[src/rtl/cla_pipe_adder.sv]
// Pipelined carry-lookahead adder/subtractor: each of STAGES register stages
// resolves WIDTH/STAGES result bits with GROUP-bit lookahead, valid/ready throughout.

module cla_stage #(
    parameter int S     = 8,
    parameter int GROUP = 4
) (
    input  logic [S-1:0] a,
    input  logic [S-1:0] b,
    input  logic         cin,
    output logic [S-1:0] sum,
    output logic         cout
);
    localparam int NG = S / GROUP;

    logic [S-1:0]  g, p;
    logic [NG:0]   cg;
    logic [NG-1:0] gg, pg;

    always_comb begin : comb_cla
        logic c, t;
        g   = a & b;
        p   = a ^ b;
        gg  = '0;
        pg  = '0;
        cg  = '0;
        sum = '0;
        c   = 1'b0;
        t   = 1'b0;
        cg[0] = cin;
        // group generate/propagate, then lookahead across groups
        for (int j = 0; j < NG; j++) begin
            gg[j] = 1'b0;
            pg[j] = 1'b1;
            for (int i = 0; i < GROUP; i++) begin
                gg[j] = g[j*GROUP+i] | (p[j*GROUP+i] & gg[j]);
                pg[j] = pg[j] & p[j*GROUP+i];
            end
            cg[j+1] = gg[j] | (pg[j] & cg[j]);
        end
        // per-bit carries as flat sum-of-products inside each group
        for (int j = 0; j < NG; j++) begin
            for (int i = 0; i < GROUP; i++) begin
                c = cg[j];
                for (int k = 0; k < i; k++) c = c & p[j*GROUP+k];
                for (int k = 0; k < i; k++) begin
                    t = g[j*GROUP+k];
                    for (int m = k + 1; m < i; m++) t = t & p[j*GROUP+m];
                    c = c | t;
                end
                sum[j*GROUP+i] = p[j*GROUP+i] ^ c;
            end
        end
        cout = cg[NG];
    end
endmodule

module cla_pipe_adder #(
    parameter int WIDTH  = 16,
    parameter int GROUP  = 4,
    parameter int STAGES = 2
) (
    input  logic             clk,
    input  logic             rst_n,
    input  logic             in_valid,
    output logic             in_ready,
    input  logic [WIDTH-1:0] in_a,
    input  logic [WIDTH-1:0] in_b,
    input  logic             in_cin,
    input  logic             in_sub,
    output logic             out_valid,
    input  logic             out_ready,
    output logic [WIDTH:0]   out_sum,
    output logic             out_ovf
);
    localparam int S = WIDTH / STAGES;
    localparam int L = STAGES - 1;

    generate
        if (GROUP < 1 || STAGES < 1 || STAGES > WIDTH / GROUP ||
            (WIDTH % (STAGES * GROUP)) != 0) begin : g_bad_params
            $error("cla_pipe_adder: WIDTH must be a multiple of STAGES*GROUP and 1 <= STAGES <= WIDTH/GROUP");
        end
    endgenerate

    logic [STAGES-1:0]            v, vin;
    logic [STAGES:0]              go;
    logic [STAGES-1:0][WIDTH-1:0] st_a, st_b, st_s, nxt_s;
    logic [STAGES-1:0]            st_c;
    logic [STAGES-1:0][WIDTH-1:0] a_q, b_q, s_q;
    logic [STAGES-1:0]            c_q;
    logic [STAGES-1:0][S-1:0]     slice_sum;
    logic [STAGES-1:0]            slice_cout;
    logic                         nxt_o, o_q;

    // go[k]: stage k loads this cycle; go[STAGES] is the downstream accept
    always_comb begin
        go = '0;
        go[STAGES] = out_ready;
        for (int k = STAGES - 1; k >= 0; k--) go[k] = !v[k] || go[k+1];
    end

    assign in_ready  = go[0];
    assign out_valid = v[L];
    assign out_sum   = {c_q[L], s_q[L]};
    assign out_ovf   = o_q;

    always_comb begin
        vin     = '0;
        st_a    = '0;
        st_b    = '0;
        st_s    = '0;
        st_c    = '0;
        vin[0]  = in_valid;
        st_a[0] = in_a;
        st_b[0] = in_b ^ {WIDTH{in_sub}};
        st_c[0] = in_cin;
        for (int k = 1; k < STAGES; k++) begin
            vin[k]  = v[k-1];
            st_a[k] = a_q[k-1];
            st_b[k] = b_q[k-1];
            st_s[k] = s_q[k-1];
            st_c[k] = c_q[k-1];
        end
    end

    generate
        for (genvar k = 0; k < STAGES; k++) begin : g_stage
            cla_stage #(.S(S), .GROUP(GROUP)) u_stage (
                .a    (st_a[k][k*S +: S]),
                .b    (st_b[k][k*S +: S]),
                .cin  (st_c[k]),
                .sum  (slice_sum[k]),
                .cout (slice_cout[k])
            );
        end
    endgenerate

    always_comb begin
        nxt_s = st_s;
        for (int k = 0; k < STAGES; k++) nxt_s[k][k*S +: S] = slice_sum[k];
        nxt_o = (st_a[L][WIDTH-1] == st_b[L][WIDTH-1]) &&
                (nxt_s[L][WIDTH-1] != st_a[L][WIDTH-1]);
    end

    // data only moves with a valid beat, so a stalled output never changes
    always_ff @(posedge clk or negedge rst_n) begin
        if (!rst_n) begin
            v   <= '0;
            a_q <= '0;
            b_q <= '0;
            s_q <= '0;
            c_q <= '0;
            o_q <= 1'b0;
        end else begin
            for (int k = 0; k < STAGES; k++) begin
                if (go[k]) begin
                    v[k] <= vin[k];
                    if (vin[k]) begin
                        a_q[k] <= st_a[k];
                        b_q[k] <= st_b[k];
                        s_q[k] <= nxt_s[k];
                        c_q[k] <= slice_cout[k];
                    end
                end
            end
            if (go[L] && vin[L]) o_q <= nxt_o;
        end
    end
endmodule
[config.mk]
export PLATFORM = sky130hd
export DESIGN_NAME = cla_pipe_adder
export DESIGN_NICKNAME = d
export VERILOG_FILES = /design/src/rtl/cla_pipe_adder.sv
export SDC_FILE = /design/constraint.sdc
export NUM_CORES = 1
export LEC_CHECK = 0
export CAP_MARGIN = 30
export CORE_MARGIN = 4
export CORE_UTILIZATION = 50
export CTS_BUF_LIST = sky130_fd_sc_hd__clkbuf_16
export DETAILED_ROUTE_END_ITERATION = 10
export PLACE_DENSITY = 0.84
export SYNTH_ARGS = -nofsm -noshare
export SYNTH_HDL_FRONTEND = slang
export SYNTH_SLANG_ARGS = --single-unit
[constraint.sdc]
create_clock -name clk -period 2.5 [get_ports clk]
set_input_delay 0.625 -clock clk [delete_from_list [all_inputs] [get_ports clk]]
set_output_delay 0.625 -clock clk [all_outputs]
set_load 0.05 [all_outputs]
==> impl_metrics.tcl <==
set metrics [dict create \
    grt_pass1_vias 1918 \
    layout-drive-gt1-share 0.213 \
    synth_xor_area_frac 0.101 \
    seq_area_frac_synth 0.450 \
    io_buffers 57 \
    antenna_found_initial 0 \
    post-route-min-period_ns 2.38 \
    synthAdderAreaFrac 0.132 \
    seqPwrFrac 0.324 \
    antennaDiodeCount 0 \
    synth_simple_gate_area_frac 0.0879 \
    wl_met2_um 2600 \
    insertion_delay_ns 0.28 \
    yosys_register_bits 45 \
    num_vias 1904 \
    post_drt_wl_per_cell_um 13.2 \
    syn_to_final_growth_pct 39.6 \
    avgViaCountPerCell 5.05 \
    reg2reg_depth 10 \
    max_cap_viol_count 0 \
    yosysWarningCount 0 \
    crit_top_cell "a21oi_2" \
    place_congestion 0.826 \
    synthMuxAreaShare 0.0849 \
    synth_top_family_by_area "adder cells" \
    io_pins 58 \
    fin_cells 377 \
    nets 372 \
    cts_sinks 45 \
    power.internal_uw 2020 \
    cts_tree "done" \
    slew_violations 0 \
    post_synth.cell_area_avg_um2 10.9 \
    worstReg2RegStart "a_q[9]" \
    cellPowerDensity_nw_per_um2 933 \
    drc 0 \
    wl_um 4980 \
    core_area_um2 4790 \
    cts_root_buffer "clkbuf_16" \
    r2r-end "out_ovf" \
    crit_required_ns 2.65 \
    cp.arrival_ns 2.53 \
    met3_length_um 378 \
    switchingPower_uw 1240 \
    h-tree-depth 2 \
    crit_family "compound AO/OA/AOI/OAI gates" \
    initial_core_util 0.523 \
    cts_max_path_buffers 2 \
    ctsHoldBuffers 0 \
    fin_area_um2 3500 \
    critical_path_buf_inv_count 2 \
    numCtsBuffers 5 \
    fill_cells 351 \
    whs_ns 0.419 \
    finalCritPeriodShare 0.954 \
    setup_viol 0 \
    switching_share 0.380 \
    routed.top_layer "met4" \
    rrSetupSlack_ns 0.14 \
    fmax_mhz 419 \
    drtIter0Drc 50 \
    fin_total_pwr_uw 3260 \
    syn-instance-count 229 \
    dieWidth_um 78.8 \
    grt_max_degree 46 \
    die_h_um 78.8 \
    worstMarginPinSlew_ns 0.532 \
    clk_pin_slew_ns 0.06 \
    critPathLaunchType "input pin" \
    hold_viol 0 \
    peakVddDrop_v 0.000475 \
    end_kind "flip-flop" \
    crit_path_max_fanout 2 \
    grt_first_pass_wirelength_um 8250 \
    ant_nets 0 \
    syn_nets 291 \
    firstDrtPassIters 4 \
    dpl.hpwl_um 3720 \
    syn_area_um2 2500 \
    grt.total_usage 0.171 \
    clock-skew-final_ns 0.00376 \
    critPathMaxStageDelay_ns 0.46 \
    m1WireLength_um 1840 \
    status "finished clean" \
    dieArea_um2 6210 \
    crit_chain "clkdlybuf4s50_1, ha_1, a21oi_2, a21oi_2, a211oi_2, inv_1, ha_2, o211ai_1, nand2_1, xnor2_1, o21ai_1" \
    rows 25 \
    synth_compound_area_frac 0.112 \
    dp_cells 365 \
    hp-class "in2async" \
    critPathKind "in2reg" \
    slew_headroom 0.645 \
    clock_power_share 0.218 \
    path_depth 11 \
    leakage_uw 0.00158 \
    p_comb_frac 0.458 \
    globalRouteOverflowTotal 0 \
    cp_slowest_cell "clkdlybuf4s50_1" \
    yosysUniqueCellTypes 27 \
    post-route-util 0.731 \
    dpl_cell_area_um2 3260 \
]
-- metrics by stage --
step | setup slack, ns | TNS, ns
floorplan | -0.0950 | -0.168
global placement | -0.428 | -1.60
detailed placement | -0.558 | -2.28
CTS | 0.00496 | 0
global route | -0.00216 | -0.00216
finish | 0.115 | 0
-- layout by cell type, fill, tap and decap left out, types with 6 or more instances in the layout --
cell type         n
ha_1             18
inv_1             6
clkdlybuf4s50_1  49
o21ai_0          27
nand2_1          29
mux2_2           18
a21oi_1          10
dfrtp_1          45
xor2_1           10
buf_4            25
nand2b_1          7
xnor2_1          18
-- state kept, by name (all words and copies together) (netlist names) --
signal	count
c_q	2
a_q	8
out_ovf	1
out_sum	16
b_q	8
v	2
nxt_s	8
-- power groups by stage --
stage	clock network (µW)	registers, µW	logic [µW]
CTS	727	1060	1500
finish	711	1060	1500
floorplan	0	1510	522
detailed placement	0	1070	1460
global route	754	1090	1610
global placement	0	1060	1420
-- cell usage after synthesis (all sizes together) --
cell type,number,area (µm²)
dfrtp,45,1130
nand2,32,125
o21ai,28,140
ha,20,250
mux2,18,203
xnor2,18,158
a21oi,12,60.1
xor2,11,96.3
buf,8,57.6
nand2b,8,52.6
inv,6,22.5
fa,4,80.1
nor2,4,15.0
o211ai,4,30.0
o31ai,3,22.5
a211oi,2,20.0
a2111oi,1,8.76
mux2i,1,10.0
nand3,1,5.00
nand3b,1,11.3
nand4,1,6.26
nor3,1,5.00
-- what timing repair did --
| action | 4_1_cts | 5_1_grt |
|---|---|---|
| resized for setup | 8 | 9 |
| cloned | 0 | 0 |
| setup endpoints to repair | 4 | 4 |
| pin swaps | 10 | 8 |
| buffers inserted | 4 | 1 |
-- worst max-delay path by stage --
stage / from / to / slack, ns
final: in_a[0] / nxt_s[23] / 0.12
after detailed placement: in_sub / nxt_s[23] / -0.56
after floorplan: in_sub / nxt_s[23] / -0.09
after CTS: in_b[3] / nxt_s[23] / 0.005
after global placement: in_sub / nxt_s[23] / -0.43
after global routing: a_q[9] / out_sum[15] / -0.002
-- routing by layer --
| layer | global-route usage | up-vias |
|---|---|---|
| li1 | - | 949 |
| met1 | 0.171 | 889 |
| met5 | 0 | - |
| met4 | 0.0822 | 0 |
| met3 | 0.0556 | 12 |
| met2 | 0.317 | 54 |
-- worst reg2reg max path: stages (launching register included) --
cell	delay (ns)
dfrtp_1	0.38
ha_1	0.36
o21ai_0	0.30
nor2_1	0.10
o21ai_0	0.16
nand2b_1	0.12
ha_1	0.23
o211ai_1	0.19
nand2_1	0.12
xnor2_1	0.14
o31ai_1	0.18
-- area by class of cell --
| class | count | area (µm²) | share of cell area |
|---|---|---|---|
| clock buffer | 5 | 125 | 0.0358 |
| clock inverter | 2 | 35.0 | 0.0100 |
| inverter | 6 | 22.5 | 0.00644 |
| multi-input combinational | 170 | 1340 | 0.384 |
| sequential | 45 | 1130 | 0.322 |
| tap | 67 | 83.8 | 0.0240 |
| timing repair buffer | 82 | 763 | 0.218 |
-- logic make-up (layout without fill, tap and decap cells) --
family / after synthesis / after routing
AO/OA/AOI/OAI: 50 / 50
AND/OR/NAND/NOR: 48 / 48
flip-flops: 45 / 45
XOR/XNOR: 29 / 29
adder cells (fa/ha/maj): 24 / 24
multiplexers: 19 / 19
buffers and inverters: 14 / 95
Power figures use the tool's default switching activity.
